<file path="config.mk">
export PLATFORM = sky130hd
export DESIGN_NAME = systolic_writeback_flat
export DESIGN_NICKNAME = d
export VERILOG_FILES = /design/src/rtl/systolic_writeback_pkg.sv /design/src/rtl/systolic_writeback_if.sv /design/src/rtl/systolic_writeback_units.sv /design/src/rtl/systolic_writeback.sv /design/src/flat_wrapper.sv
export SDC_FILE = /design/constraint.sdc
export NUM_CORES = 2
export LEC_CHECK = 0
export CAP_MARGIN = 20
export CORE_AREA = 2 2 447 449
export DETAILED_ROUTE_END_ITERATION = 7
export DIE_AREA = 0 0 449 451
export HOLD_SLACK_MARGIN = 0.03
export MAX_ROUTING_LAYER = met4
export PLACE_DENSITY = 0.43
export SETUP_SLACK_MARGIN = 0.2
export SLEW_MARGIN = 40
export SYNTH_ARGS = -nofsm -noshare
export SYNTH_HDL_FRONTEND = slang
export SYNTH_SLANG_ARGS = --single-unit
</file>
<file path="constraint.sdc">
create_clock -name clock -period 2.8 [get_ports clock]
set_input_delay 0.42 -clock clock [delete_from_list [all_inputs] [get_ports clock]]
set_output_delay 0.42 -clock clock [all_outputs]
set_load 0.01 [all_outputs]
</file>
<file path="src/rtl/systolic_writeback_pkg.sv">
`default_nettype none
// ============================================================================
//  Module   : writeback_pkg
//  Purpose  : Shared widths, tile/beat types, FSM encoding and helpers for
//             the systolic-array result writeback block.
//  Revision : 1.0 - initial release
// ============================================================================
package writeback_pkg;
    localparam int DATA_WIDTH = 16;
    localparam int ADDR_WIDTH = 16;
    localparam int DIM_WIDTH  = 16;
    localparam int BANDWIDTH  = 4;

    localparam int TILE_DIM   = 8;
    localparam int HALF       = BANDWIDTH;

    typedef logic [TILE_DIM-1:0][TILE_DIM-1:0][DATA_WIDTH-1:0] tile_t;
    typedef logic [BANDWIDTH-1:0][DATA_WIDTH-1:0]              beat_data_t;

    typedef enum logic [1:0] {
        ST_IDLE = 2'd0,
        ST_LO   = 2'd1,
        ST_HI   = 2'd2,
        ST_DONE = 2'd3
    } wb_state_t;

    // Out-of-range row/column counts mean "whole tile".
    function automatic logic [3:0] clamp_dim(input logic [3:0] v);
        return (v == 4'd0 || v > 4'd8) ? 4'd8 : v;
    endfunction
endpackage
`default_nettype wire

</file>
<file path="src/rtl/systolic_writeback_if.sv">
`default_nettype none
// ============================================================================
//  Module   : systolic_writeback_if
//  Purpose  : Memory write bus with waitrequest backpressure.
//  Revision : 1.0 - initial release
// ============================================================================
interface systolic_writeback_if;
    import writeback_pkg::*;

    logic                  write;
    logic [ADDR_WIDTH-1:0] write_addr;
    beat_data_t            writedata;
    logic [BANDWIDTH-1:0]  word_en;
    logic                  waitrequest;

    modport master (output write, write_addr, writedata, word_en,
                    input  waitrequest);
    modport slave  (input  write, write_addr, writedata, word_en,
                    output waitrequest);
endinterface
`default_nettype wire

</file>
<file path="src/rtl/systolic_writeback_units.sv">
`default_nettype none
// ============================================================================
//  Module   : Counter / Accum
//  Purpose  : Reusable up-counter and load/accumulate register used for the
//             writeback row index and row base address.
//  Revision : 1.0 - initial release
// ============================================================================
module Counter #(
    parameter int WIDTH = 3
) (
    input  wire logic             clk_i,
    input  wire logic             rst_ni,
    input  wire logic             clr_i,
    input  wire logic             en_i,
    output logic [WIDTH-1:0]      q_o
);
    // Clear has priority over increment.
    always_ff @(posedge clk_i or negedge rst_ni) begin
        if (!rst_ni)    q_o <= '0;
        else if (clr_i) q_o <= '0;
        else if (en_i)  q_o <= q_o + WIDTH'(1);
    end
endmodule

module Accum #(
    parameter int WIDTH     = 16,
    parameter int OFF_WIDTH = 16
) (
    input  wire logic                 clk_i,
    input  wire logic                 rst_ni,
    input  wire logic                 load_i,
    input  wire logic                 en_i,
    input  wire logic [WIDTH-1:0]     d_i,
    input  wire logic [OFF_WIDTH-1:0] offset_i,
    output logic [WIDTH-1:0]          q_o
);
    // Load a base value, then add the offset on each enable (modulo 2^WIDTH).
    always_ff @(posedge clk_i or negedge rst_ni) begin
        if (!rst_ni)     q_o <= '0;
        else if (load_i) q_o <= d_i;
        else if (en_i)   q_o <= q_o + WIDTH'(offset_i);
    end
endmodule
`default_nettype wire

</file>
<file path="src/rtl/systolic_writeback.sv">
`default_nettype none
// ============================================================================
//  Module   : systolic_writeback
//  Purpose  : Captures one 8x8 result tile and writes it row-major as
//             half-row beats, masking rows/columns of partial edge tiles.
//  Revision : 1.0 - initial release
// ============================================================================
module systolic_writeback
    import writeback_pkg::*;
(
    input  wire logic                  clock,
    input  wire logic                  reset,
    input  wire logic                  start,
    input  wire tile_t                 tile,
    input  wire logic [ADDR_WIDTH-1:0] base_C,
    input  wire logic [DIM_WIDTH-1:0]  dim_col_C,
    input  wire logic [3:0]            valid_rows,
    input  wire logic [3:0]            valid_cols,
    systolic_writeback_if.master       mem,
    output logic                       busy,
    output logic                       done
);
    wb_state_t             state_q;
    tile_t                 tile_q;
    logic [DIM_WIDTH-1:0]  dim_col_q;
    logic [3:0]            rows_q;
    logic [3:0]            cols_q;
    logic [2:0]            row_q;
    logic [ADDR_WIDTH-1:0] row_addr_q;

    logic start_acc;
    logic beat_acc;
    logic wide;
    logic last_row;
    logic row_adv;

    assign start_acc = start && (state_q == ST_IDLE);
    assign beat_acc  = mem.write && !mem.waitrequest;
    assign wide      = (cols_q > 4'(HALF));
    assign last_row  = ({1'b0, row_q} == (rows_q - 4'd1));
    assign row_adv   = beat_acc && ((state_q == ST_HI) || (state_q == ST_LO && !wide));

    // Snapshot the tile and configuration so the driver may move on at once.
    always_ff @(posedge clock or negedge reset) begin
        if (!reset) begin
            tile_q    <= '0;
            dim_col_q <= '0;
            rows_q    <= 4'd8;
            cols_q    <= 4'd8;
        end else if (start_acc) begin
            tile_q    <= tile;
            dim_col_q <= dim_col_C;
            rows_q    <= clamp_dim(valid_rows);
            cols_q    <= clamp_dim(valid_cols);
        end
    end

    // Sequence LO/HI half-row beats across rows, then pulse DONE.
    always_ff @(posedge clock or negedge reset) begin
        if (!reset) begin
            state_q <= ST_IDLE;
        end else begin
            case (state_q)
                ST_IDLE: if (start_acc) state_q <= ST_LO;
                ST_LO: begin
                    if (beat_acc) begin
                        if (wide)          state_q <= ST_HI;
                        else if (last_row) state_q <= ST_DONE;
                        else               state_q <= ST_LO;
                    end
                end
                ST_HI: begin
                    if (beat_acc) state_q <= last_row ? ST_DONE : ST_LO;
                end
                ST_DONE: state_q <= ST_IDLE;
                default: state_q <= ST_IDLE;
            endcase
        end
    end

    Counter #(.WIDTH(3)) u_row_cnt (
        .clk_i  (clock),
        .rst_ni (reset),
        .clr_i  (start_acc),
        .en_i   (row_adv && !last_row),
        .q_o    (row_q)
    );

    Accum #(.WIDTH(ADDR_WIDTH), .OFF_WIDTH(DIM_WIDTH)) u_row_addr (
        .clk_i    (clock),
        .rst_ni   (reset),
        .load_i   (start_acc),
        .en_i     (row_adv && !last_row),
        .d_i      (base_C),
        .offset_i (dim_col_q),
        .q_o      (row_addr_q)
    );

    // Bus outputs are a pure decode of registered state, so they hold
    // steady under waitrequest and zero out whenever no beat is presented.
    always_comb begin
        logic       hi;
        logic [2:0] col;
        mem.write      = 1'b0;
        mem.write_addr = '0;
        mem.writedata  = '0;
        mem.word_en    = '0;
        hi             = (state_q == ST_HI);
        col            = 3'd0;
        if (state_q == ST_LO || state_q == ST_HI) begin
            mem.write      = 1'b1;
            mem.write_addr = row_addr_q + (hi ? ADDR_WIDTH'(HALF) : '0);
            for (int m = 0; m < BANDWIDTH; m++) begin
                col              = 3'(m) + (hi ? 3'(HALF) : 3'd0);
                mem.writedata[m] = tile_q[row_q][col];
                mem.word_en[m]   = ({1'b0, col} < cols_q);
            end
        end
    end

    // Status flags derived from the state register.
    always_comb begin
        busy = (state_q != ST_IDLE);
        done = (state_q == ST_DONE);
    end
endmodule
`default_nettype wire

</file>
<file path="src/flat_wrapper.sv">
// flat-port wrapper written by rule: the top's interface ports become plain ports
module systolic_writeback_flat import writeback_pkg::*;
  (clock, reset, start, tile, base_C, dim_col_C, valid_rows, valid_cols, busy, done, mem_write, mem_write_addr, mem_writedata, mem_word_en, mem_waitrequest);
  systolic_writeback_if mem_i ();
  input  wire logic clock;
  input  wire logic reset;
  input  wire logic start;
  input  wire tile_t tile;
  input  wire logic [ADDR_WIDTH-1:0] base_C;
  input  wire logic [DIM_WIDTH-1:0] dim_col_C;
  input  wire logic [3:0] valid_rows;
  input  wire logic [3:0] valid_cols;
  output logic busy;
  output logic done;
  output wire logic [$bits(mem_i.write)-1:0] mem_write;
  output wire logic [$bits(mem_i.write_addr)-1:0] mem_write_addr;
  output wire logic [$bits(mem_i.writedata)-1:0] mem_writedata;
  output wire logic [$bits(mem_i.word_en)-1:0] mem_word_en;
  input wire logic [$bits(mem_i.waitrequest)-1:0] mem_waitrequest;
  assign mem_write = mem_i.write;
  assign mem_write_addr = mem_i.write_addr;
  assign mem_writedata = mem_i.writedata;
  assign mem_word_en = mem_i.word_en;
  assign mem_i.waitrequest = mem_waitrequest;
  systolic_writeback u_core (.clock(clock), .reset(reset), .start(start), .tile(tile), .base_C(base_C), .dim_col_C(dim_col_C), .valid_rows(valid_rows), .valid_cols(valid_cols), .mem(mem_i), .busy(busy), .done(done));
endmodule
</file>
==> reports/qor.csv <==
metric,value,unit
power.clock.fraction,21.7,%
fp.dieW,449,µm
final_cell_count_no_fill,9329,
first_pass_iters,5,
start_util,24.9,%
synth_edf_count,0,
netlist_area,0.0493,mm²
switching_share,36.9,%
clock_sinks,1069,
clk_latency,0.77,ns
cp-start-kind,flop,
vdd_ir_drop_max,0.591,mV
grt_use_total,23.7,%
yosysWarnings,0,
hold_path_class,primary input to async pin,
core_area,0.198,mm²
setup_viol,87,
final_nets,7623,
fin_util,36.9,%
dr.first_iter.drc_count,3780,
setup_ws,-0.849,ns
fin_crit,3.65,ns
cp_max_fo,8,
ioPinCount,1155,
die_y,451,µm
syn_nets,6282,
htreeDepth,4,
ys_seq_area_share,54.2,%
drive_gt1_share,16.9,%
rsz0062_at_grt,yes,
antenna_found_initial,79,
ys_async_sr_fraction,100,%
std_cell_rows,164,
path_clk_slew,0.06,ns
end_kind,output pin,
crit_arrival,3.23,ns
hold_violations,0,
switchingPower,30.0,mW
grt_pass1_vias,44341,
fmax,274,MHz
grt_start_max_net_pins,109,
io_buffers,1154,
cp.required,2.38,ns
cts_tree,yes,
cts_buffers,134,
slew_headroom,52.4,%
post-place-ws,-0.402,ns
drc_errors,0,
grt_overflow,0,
hpwlAfterDp,182000,µm
post-place-cells,8890,
clockBufferDepth,3,
path_class,flop to output pin,
power,81.5,mW
p_leak,34.8,nW
finClkSkew,0.0219,ns
violations,setup timing,
ys_types,45,
synth_area_per_cell,9.51,µm²
synthCells,5187,
drt-total-wl,238000,µm
status,finished with violations,
pwr-share-comb,43.5,%
p_int,51.4,mW
ys_ff_latch,1069,
power_density,1110,mW/mm²
vias,42737,
worst_pin_slew,0.709,ns
ys_dominant_reg_cell,dfrtp_1,
grt_pass1_wl,334000,µm
power_frac_seq,34.9,%
via_per_inst,4.58,
slew_violations,0,
avgRoutedWirePerCell,25.5,µm
setup_tns,-51.52,ns
area_growth,48.3,%
cap_violations,0,
dieArea,0.202,mm²
finalCritPeriodShare,130,%
root_buffer,clkbuf_16,
ant_nets,0,
gp_congestion,0.945,
ff2ff_setup_slack,-0.12,ns
flip-flops by register name, indices dropped and copies added, names as in the netlist:
signal / flops
u_core.rows_q: 4
u_core.dim_col_q: 16
u_core.cols_q: 4
u_core.u_row_addr.q_o: 16
u_core.u_row_cnt.q_o: 3
u_core.tile_q: 1024
u_core.state_q: 2
repair_timing:
item	in CTS	in global routing
endpoints found under the hold margin	279	0
gates cloned	20	2
pin swaps	34	42
resized for setup	626	112
buffers inserted	91	44
endpoints found under the setup margin	89	105
hold buffers	1	0
power groups by stage:
| stage | logic [mW] | registers (mW) | clock network (mW) |
|---|---|---|---|
| finish | 35.4 | 28.4 | 17.7 |
| global route | 38.6 | 29.0 | 18.8 |
| CTS | 34.8 | 28.3 | 18.2 |
| detailed placement | 31.1 | 28.4 | 0 |
| global placement | 30.7 | 28.7 | 0 |
| floorplan | 19.2 | 25.4 | 0 |
Yosys cell counts (3+ instances only):
| library cell | instances | area [µm²] |
|---|---|---|
| nand3b_1 | 6 | 45.0 |
| buf_2 | 6 | 30.0 |
| o21a_1 | 7 | 52.6 |
| nand2_1 | 3161 | 11900 |
| or3_1 | 4 | 25.0 |
| buf_6 | 20 | 225 |
| a21oi_1 | 31 | 155 |
| o211ai_1 | 5 | 37.5 |
| buf_1 | 7 | 26.3 |
| xor2_1 | 6 | 52.6 |
| nand2b_1 | 3 | 18.8 |
| mux4_2 | 320 | 7210 |
| ha_1 | 26 | 325 |
| buf_4 | 8 | 60.1 |
| inv_1 | 15 | 56.3 |
| nor3_1 | 8 | 40.0 |
| clkbuf_1 | 281 | 1050 |
| nand3_1 | 15 | 75.1 |
| and2_1 | 80 | 500 |
| xnor2_1 | 19 | 166 |
| nor2_1 | 22 | 82.6 |
| o21ai_0 | 21 | 105 |
| and3_1 | 7 | 43.8 |
| a31oi_1 | 10 | 62.6 |
| dfrtp_1 | 1067 | 26700 |
logic make-up (layout without fill, tap and decap cells):
family	count (synthesis)	in the layout	share of synthesized area (%)
DFF	1069	1069	54.2
muxes	324	324	14.7
xor gates and xnor gates	25	25	0.444
AOI/OAI and AO/OA	95	95	1.19
buffers and inverters	337	1775	2.94
adders and majority gates	27	27	0.700
other	0	48	0
and+or+nand+nor	3310	3310	25.8
layer usage:
metal	vias to the layer above	share of wire, %	global-route usage [%]
li1	19417	-	-
met5	-	0	-
met3	343	4.9	4.02
met1	21550	42	29.5
met4	0	3.7	9.44
met2	1427	49	38.3
final cells by class:
cell class                      count  area (µm²)
Timing Repair Buffer             1527       16700
Inverter                           15        61.3
Multi-Input combinational cell   3781       21700
Sequential cell                  1069       26800
Tap cell                         2656        3320
Clock buffer                      191        3950
Antenna cell                       48         120
Clock inverter                     42         493
Fill cell                       19992      125000
worst paths after layout:
kind | startpoint | endpoint | cells past startpoint
worst max-delay path | u_core.u_row_cnt.q_o[0]$_DFFE_PN0P_ | mem_writedata[16] | 9
worst max register to register | u_core.u_row_cnt.q_o[0]$_DFFE_PN0P_ | u_core.u_row_addr.q_o[15]$_DFFE_PN0P_ | 13
max in group asynchronous | reset | u_core.u_row_cnt.q_o[2]$_DFFE_PN0P_ | 3
min in group clock | tile[28] | u_core.tile_q[28]$_DFFE_PN0P_ | 3
worst min register to register | u_core.tile_q[274]$_DFFE_PN0P_ | u_core.tile_q[274]$_DFFE_PN0P_ | 2
worst min-delay path | reset | u_core.tile_q[308]$_DFFE_PN0P_ | 2
layout by cell type, fill, tap and decap left out, types with 6 or more instances in the layout:
master,instances
clkbuf_8,25
a31oi_1,9
buf_4,138
nand2_4,7
buf_2,16
clkbuf_16,142
clkbuf_1,26
clkinvlp_4,7
clkdlybuf4s50_1,1067
buf_6,147
nand3_1,9
buf_12,98
clkinv_2,16
o21ai_0,19
buf_8,22
nor2_1,20
diode_2,48
nand3b_1,6
mux4_2,320
xor2_1,6
nand2_1,3147
a21oi_1,22
and2_1,10
xnor2_1,13
a21oi_2,7
and2_4,70
nand2_2,7
bufinv_16,7
inv_1,12
buf_16,31
ha_1,21
o21a_1,7
dfrtp_1,1064
worst max-delay path, stage by stage, from the launching register on:
cell	delay, ns
dfrtp_4	0.53
buf_12	0.18
buf_16	0.15
buf_12	0.14
buf_16	0.14
buf_6	0.12
mux4_2	0.44
mux4_2	0.46
and2_4	0.17
buf_6	0.13
per-stage QoR:
stage | instance area [µm²] | hold WS [ns]
2_1_floorplan | 49300 | 0.124
3_3_place_gp | 65600 | 0.363
3_5_place_dp | 65600 | 0.367
4_1_cts | 72200 | 0.0975
5_1_grt | 73100 | 0.136
6_report | 73200 | 0.163
Power figures use the tool's default switching activity.
